===== src/rtl/find_extreme_pkg.sv =====
// find_extreme_pkg: shared types and default widths for the extreme finder.
//   state_t : FSM states IDLE, ACTIVE, DONE
//   mode_t  : MODE_MAX (0) / MODE_MIN (1)
//   DEF_WIDTH, DEF_IDX_W : default sample and index widths
package find_extreme_pkg;
    typedef enum logic [1:0] {IDLE, ACTIVE, DONE} state_t;
    typedef enum logic {MODE_MAX = 1'b0, MODE_MIN = 1'b1} mode_t;
    localparam int DEF_WIDTH = 8;
    localparam int DEF_IDX_W = 8;
endpackage


===== src/rtl/find_extreme_if.sv =====
// find_extreme_if: sample stream in, running extreme result out.
//   master : start, mode, in_valid, in_data driven; result signals observed
//   slave  : the finder itself
interface find_extreme_if
    import find_extreme_pkg::*;
#(
    parameter int WIDTH = DEF_WIDTH,
    parameter int IDX_W = DEF_IDX_W
);
    logic             start;
    logic             mode;
    logic             in_valid;
    logic [WIDTH-1:0] in_data;
    logic [WIDTH-1:0] ext_value;
    logic [IDX_W-1:0] ext_idx;
    logic [IDX_W-1:0] sample_cnt;
    logic             result_valid;
    logic             busy;
    logic             done;
    modport master (
        output start, mode, in_valid, in_data,
        input  ext_value, ext_idx, sample_cnt, result_valid, busy, done
    );
    modport slave (
        input  start, mode, in_valid, in_data,
        output ext_value, ext_idx, sample_cnt, result_valid, busy, done
    );
endinterface


===== src/rtl/find_extreme_cmp.sv =====
// extreme_cmp: combinational "a strictly beats b" test for max or min mode.
//   a, b   : candidate sample and current extreme
//   mode   : MODE_MAX / MODE_MIN
//   better : a is strictly greater (max) or strictly smaller (min) than b
// Signed two's-complement compare when FIND_EXTREME_SIGNED_EN is defined,
// unsigned otherwise.
module extreme_cmp
    import find_extreme_pkg::*;
#(
    parameter int WIDTH = DEF_WIDTH
) (
    input  logic [WIDTH-1:0] a,
    input  logic [WIDTH-1:0] b,
    input  mode_t            mode,
    output logic             better
);
`ifdef FIND_EXTREME_SIGNED_EN
    assign better = (mode == MODE_MIN) ? ($signed(a) < $signed(b)) : ($signed(a) > $signed(b));
`else
    assign better = (mode == MODE_MIN) ? (a < b) : (a > b);
`endif
endmodule


===== src/rtl/find_extreme.sv =====
// find_extreme: tracks the running max/min of a start-framed sample stream,
// with the index of the winning sample and a saturating sample count.
//   clk, rst : clock, synchronous active-low reset
//   bus      : find_extreme_if.slave (start/mode/in_valid/in_data in;
//              ext_value/ext_idx/sample_cnt/result_valid/busy/done out)
// FIND_EXTREME_SIGNED_EN selects signed comparison (see extreme_cmp).
module find_extreme
    import find_extreme_pkg::*;
#(
    parameter int WIDTH = DEF_WIDTH,
    parameter int IDX_W = DEF_IDX_W
) (
    input  logic          clk,
    input  logic          rst,
    find_extreme_if.slave bus
);
    localparam logic [IDX_W-1:0] CNT_MAX = '1;
    localparam logic [IDX_W-1:0] CNT_ONE = IDX_W'(1);

    state_t           state, state_nx;
    mode_t            mode_q;
    logic [WIDTH-1:0] val_q;
    logic [IDX_W-1:0] idx_q, cnt_q;
    logic             rv_q;
    logic             entry, accept, first, better;

    assign entry  = (state == IDLE) && bus.start;
    assign accept = bus.start && bus.in_valid && (state != DONE);
    // The first accepted sample loads unconditionally; registers cleared on
    // entry may still hold the previous sequence in the entry cycle.
    assign first  = entry || !rv_q;

    extreme_cmp #(.WIDTH(WIDTH)) u_cmp (
        .a      (bus.in_data),
        .b      (val_q),
        .mode   (mode_q),
        .better (better)
    );

    always_comb begin
        state_nx = state;
        state_nx = (state == IDLE && bus.start)    ? ACTIVE :
                   (state == ACTIVE && !bus.start) ? DONE   :
                   (state == DONE)                 ? IDLE   : state;
    end

    always_ff @(posedge clk) begin
        if (!rst) begin
            state  <= IDLE;
            mode_q <= MODE_MAX;
            val_q  <= '0;
            idx_q  <= '0;
            cnt_q  <= '0;
            rv_q   <= 1'b0;
        end else begin
            state <= state_nx;
            if (entry) begin
                mode_q <= mode_t'(bus.mode);
                val_q  <= '0;
                idx_q  <= '0;
                cnt_q  <= '0;
                rv_q   <= 1'b0;
            end
            if (accept && first) begin
                val_q <= bus.in_data;
                idx_q <= '0;
                cnt_q <= CNT_ONE;
                rv_q  <= 1'b1;
            end else if (accept) begin
                // cnt_q is this sample's index; once saturated it pins at max.
                if (better) begin
                    val_q <= bus.in_data;
                    idx_q <= cnt_q;
                end
                cnt_q <= (cnt_q == CNT_MAX) ? cnt_q : cnt_q + 1'b1;
            end
        end
    end

    assign bus.ext_value    = val_q;
    assign bus.ext_idx      = idx_q;
    assign bus.sample_cnt   = cnt_q;
    assign bus.result_valid = rv_q;
    assign bus.busy         = (state == ACTIVE);
    assign bus.done         = (state == DONE);
endmodule


===== src/flat_wrapper.sv =====
// flat-port wrapper written by rule: the top's interface ports become plain ports
module find_extreme_flat import find_extreme_pkg::*;
#(
    parameter int WIDTH = DEF_WIDTH,
    parameter int IDX_W = DEF_IDX_W
)
  (clk, rst, bus_start, bus_mode, bus_in_valid, bus_in_data, bus_ext_value, bus_ext_idx, bus_sample_cnt, bus_result_valid, bus_busy, bus_done);
  find_extreme_if #(.WIDTH(WIDTH), .IDX_W(IDX_W)) bus_i ();
  input  logic clk;
  input  logic rst;
  input wire logic [$bits(bus_i.start)-1:0] bus_start;
  input wire logic [$bits(bus_i.mode)-1:0] bus_mode;
  input wire logic [$bits(bus_i.in_valid)-1:0] bus_in_valid;
  input wire logic [$bits(bus_i.in_data)-1:0] bus_in_data;
  output wire logic [$bits(bus_i.ext_value)-1:0] bus_ext_value;
  output wire logic [$bits(bus_i.ext_idx)-1:0] bus_ext_idx;
  output wire logic [$bits(bus_i.sample_cnt)-1:0] bus_sample_cnt;
  output wire logic [$bits(bus_i.result_valid)-1:0] bus_result_valid;
  output wire logic [$bits(bus_i.busy)-1:0] bus_busy;
  output wire logic [$bits(bus_i.done)-1:0] bus_done;
  assign bus_i.start = bus_start;
  assign bus_i.mode = bus_mode;
  assign bus_i.in_valid = bus_in_valid;
  assign bus_i.in_data = bus_in_data;
  assign bus_ext_value = bus_i.ext_value;
  assign bus_ext_idx = bus_i.ext_idx;
  assign bus_sample_cnt = bus_i.sample_cnt;
  assign bus_result_valid = bus_i.result_valid;
  assign bus_busy = bus_i.busy;
  assign bus_done = bus_i.done;
  find_extreme #(.WIDTH(WIDTH), .IDX_W(IDX_W)) u_core (.clk(clk), .rst(rst), .bus(bus_i));
endmodule

===== config.mk =====
export PLATFORM = sky130hd
export DESIGN_NAME = find_extreme_flat
export DESIGN_NICKNAME = d
export VERILOG_FILES = /design/src/rtl/find_extreme_pkg.sv /design/src/rtl/find_extreme_if.sv /design/src/rtl/find_extreme_cmp.sv /design/src/rtl/find_extreme.sv /design/src/flat_wrapper.sv
export SDC_FILE = /design/constraint.sdc
export NUM_CORES = 1
export LEC_CHECK = 0
export BUFFER_PORTS_ARGS = -buffer_cell sky130_fd_sc_hd__clkbuf_2
export CORE_MARGIN = 10
export CORE_UTILIZATION = 46
export CTS_CLUSTER_DIAMETER = 60
export DETAILED_ROUTE_END_ITERATION = 8
export PLACE_DENSITY = 0.85
export SLEW_MARGIN = 20
export SYNTH_ARGS = -nofsm -noshare
export SYNTH_HDL_FRONTEND = slang
export SYNTH_SLANG_ARGS = --single-unit

===== constraint.sdc =====
create_clock -name clk -period 1.9 [get_ports clk]
set_input_delay 0.19 -clock clk [delete_from_list [all_inputs] [get_ports clk]]
set_output_delay 0.19 -clock clk [all_outputs]
set_load 0.05 [all_outputs]

==> impl_metrics.tcl <==
set metrics [dict create \
    outcome "finished with violations" \
    violations "negative setup slack" \
    synth.area.top_cells "dfxtp_1, mux2i_1, ha_1" \
    synth.net_count 187 \
    clock_path_buffers 2 \
    dp_hpwl_um 2610 \
    die_y_um 76.1 \
    fp.dieW_um 76.1 \
    worstMarginPinSlew_ns 0.454 \
    path_cells "inv_2 > ha_4 > nor2b_4 > o211ai_1 > a21o_1 > a211oi_4 > o21a_4 > mux2i_1" \
    place_worst_setup_slack_ns -0.129 \
    power_frac_clock_pct 22.5 \
    min_path_cells 3 \
    min_period_ns 2.00 \
    netlist.area_leader.share_pct 38.8 \
    yosysWarnings 0 \
    critPathCaptureType "register" \
    ir_drop_mv 0.280 \
    cts_tree "done" \
    grt_pass1_wl_um 5930 \
    grt_overflow_total 0 \
    nets 238 \
    reg2reg_depth 8 \
    place_congestion 0.785 \
    slowest_delay_ns 0.38 \
    firstDrtPassIters 4 \
    power.internal_uw 791 \
    clock-sinks 28 \
    finalHoldViolations 0 \
    rsz0062_at_grt "true" \
    crit_path_max_fanout 8 \
    start_util_pct 47.7 \
    crit_path_top_delay_cell "dfxtp_4" \
    relSlewSlack_pct 69.5 \
    synth_commonest_cells "dfxtp_1, nand2_1, nand3_1" \
    ios 40 \
    timing.rr.start "u_core.bus.ext_value[1]" \
    rrSetupSlack_ns -0.1 \
    critical_path.endpoint "u_core.bus.ext_idx[1]" \
    synth_ff_type "dfxtp_1" \
    async_flop_share_pct 0 \
    synth-seq-area-share_pct 38.8 \
    setup_viol_count_final 16 \
    drt-initial-drc-count 79 \
    ys_types 32 \
    vias 1328 \
    antenna_found_initial 0 \
    clk_latency_ns 0.34 \
    fin_crit_sh_pct 105 \
    clkTransAtPathRegs_ns 0.16 \
    grt_max_degree 22 \
    syn_area_um2 1450 \
    synthCells 165 \
    syn_avg_cell_area_um2 8.76 \
    p_leak_uw 0.000830 \
    max-cap-violations 0 \
    power_frac_comb_pct 23.9 \
    totalWireLength_um 3490 \
    core.rowCount 20 \
    fin_setup_tns_ns -1.25 \
    clock.fmax_ghz 0.501 \
    cts-root-buf "clkbuf_4" \
    first_global_vias 1263 \
    synth_area_leader_cell "dfxtp_1" \
    ys_ff_latch 28 \
    cts_max_level 1 \
    power.share.switching_pct 30.7 \
    power.switching_uw 350 \
    worstHoldStart "bus_in_data[3]" \
    hold_buffers 0 \
    avgViaCountPerCell 5.13 \
    setup.worst_path.start "u_core.bus.ext_value[1]" \
    finalWorstSetupSlack_ns -0.0961 \
    hp-class "in2reg" \
    crit_path_start_kind "register" \
    numCtsBuffers 3 \
    core_area_um2 3030 \
    finalMaxSlewViolations 0 \
    fin_util_pct 62.3 \
    numPortBuffers 39 \
    power_density_nw_per_um2 605 \
    pwr-share-seq_pct 53.6 \
    yosys.cell_count.top_type "dfxtp_1" \
    arrival_ns 2.26 \
    drcViolationCount 0 \
    dieArea_um2 5780 \
    r2r_end "u_core.bus.ext_idx[1]" \
    drive_gt1_share_pct 34.9 \
    ant_nets 0 \
    worstPathRequired_ns 2.16 \
    critical_path_class "reg2reg" \
    diodes 0 \
    finClkSkew_ns 0.0185 \
    routedWlPerCell_um 13.5 \
    synthToLayoutAreaGrowth_pct 30.6 \
    grt_usage_pct 11.7 \
    synth_edf_count 0 \
]
-- worst min path at each step --
stage | end
floorplan | u_core.bus.ext_value[1]
CTS | u_core.bus.ext_value[3]
detailed placement | u_core.bus.ext_value[3]
finish | u_core.bus.ext_value[3]
global route | u_core.bus.ext_value[3]
global placement | u_core.bus.ext_value[5]
-- critical path, delay by kind of cell (launching register included) --
family          cells  cell delay [ns]
compound gates      4             0.92
fa+ha+maj           1             0.26
buf+inv             1             0.04
flops               1             0.38
mux                 1             0.19
simple gates        1             0.13
-- cell families (layout without fill, tap and decap cells) --
kind of cell / count (synthesis) / after routing / synth area share [%]
buffers and inverters: 16 / 66 / 4.67
multiplexers: 17 / 17 / 11.8
AND/OR/NAND/NOR: 73 / 73 / 23.7
flip-flops: 28 / 28 / 38.8
AO/OA/AOI/OAI: 16 / 16 / 9.61
adder cells (fa/ha/maj): 9 / 9 / 7.79
XOR/XNOR: 6 / 6 / 3.64
-- per-layer routing --
metal  routed length, um  global-route usage (%)
met5                   0                       0
met1                1630                    14.5
met4                  42                    3.90
met2                1710                    20.0
met3                 108                    1.65
-- placed cells by master (no fill, tap or decap), drive strengths merged, types with 4 or more instances in the layout --
| cell type | instances |
|---|---|
| inv | 9 |
| dfxtp | 28 |
| buf | 14 |
| nand2 | 24 |
| ha | 9 |
| and3 | 4 |
| mux2i | 17 |
| nand4 | 5 |
| nor2b | 4 |
| clkbuf | 43 |
| nor2 | 11 |
| nand3 | 19 |
-- registers in the layout, indices dropped and copies added (netlist names) --
name	count
u_core.bus.ext_value	8
u_core.mode_q	1
u_core.state	2
u_core.bus.sample_cnt	8
u_core.bus.ext_idx	8
u_core.bus.result_valid	1
-- final cells by class --
cell class | instances | area (um^2)
flip-flops and latches | 28 | 579
inverters | 9 | 33.8
fillers | 265 | 1140
well taps | 44 | 55.1
clock buffers | 4 | 26.3
multi-input cells | 121 | 888
repair buffers | 53 | 304
-- what timing repair did --
action                                  in CTS  in global routing
endpoints found under the setup margin      16                 16
cloned                                       0                  0
pin swaps                                    7                  2
setup buffers                                1                  0
resized for setup                            8                  0
-- per-stage QoR --
step | hold slack (ns) | instances | total power [uW] | instance area (um^2)
4_1_cts | 0.0527 | 259 | 1150 | 1890
2_1_floorplan | 0.318 | 165 | 794 | 1490
3_5_place_dp | 0.431 | 254 | 869 | 1800
5_1_grt | 0.0689 | 259 | 1200 | 1890
6_report | 0.0596 | 259 | 1140 | 1890
3_3_place_gp | 0.433 | 254 | 863 | 1800
-- power groups by stage --
stage / clock, uW / combinational, uW / sequential [uW]
6_report: 256 / 273 / 612
3_3_place_gp: 0 / 240 / 624
5_1_grt: 289 / 297 / 614
2_1_floorplan: 0 / 128 / 667
3_5_place_dp: 0 / 245 / 624
4_1_cts: 267 / 269 / 612
(Power assumes the default switching activity.)
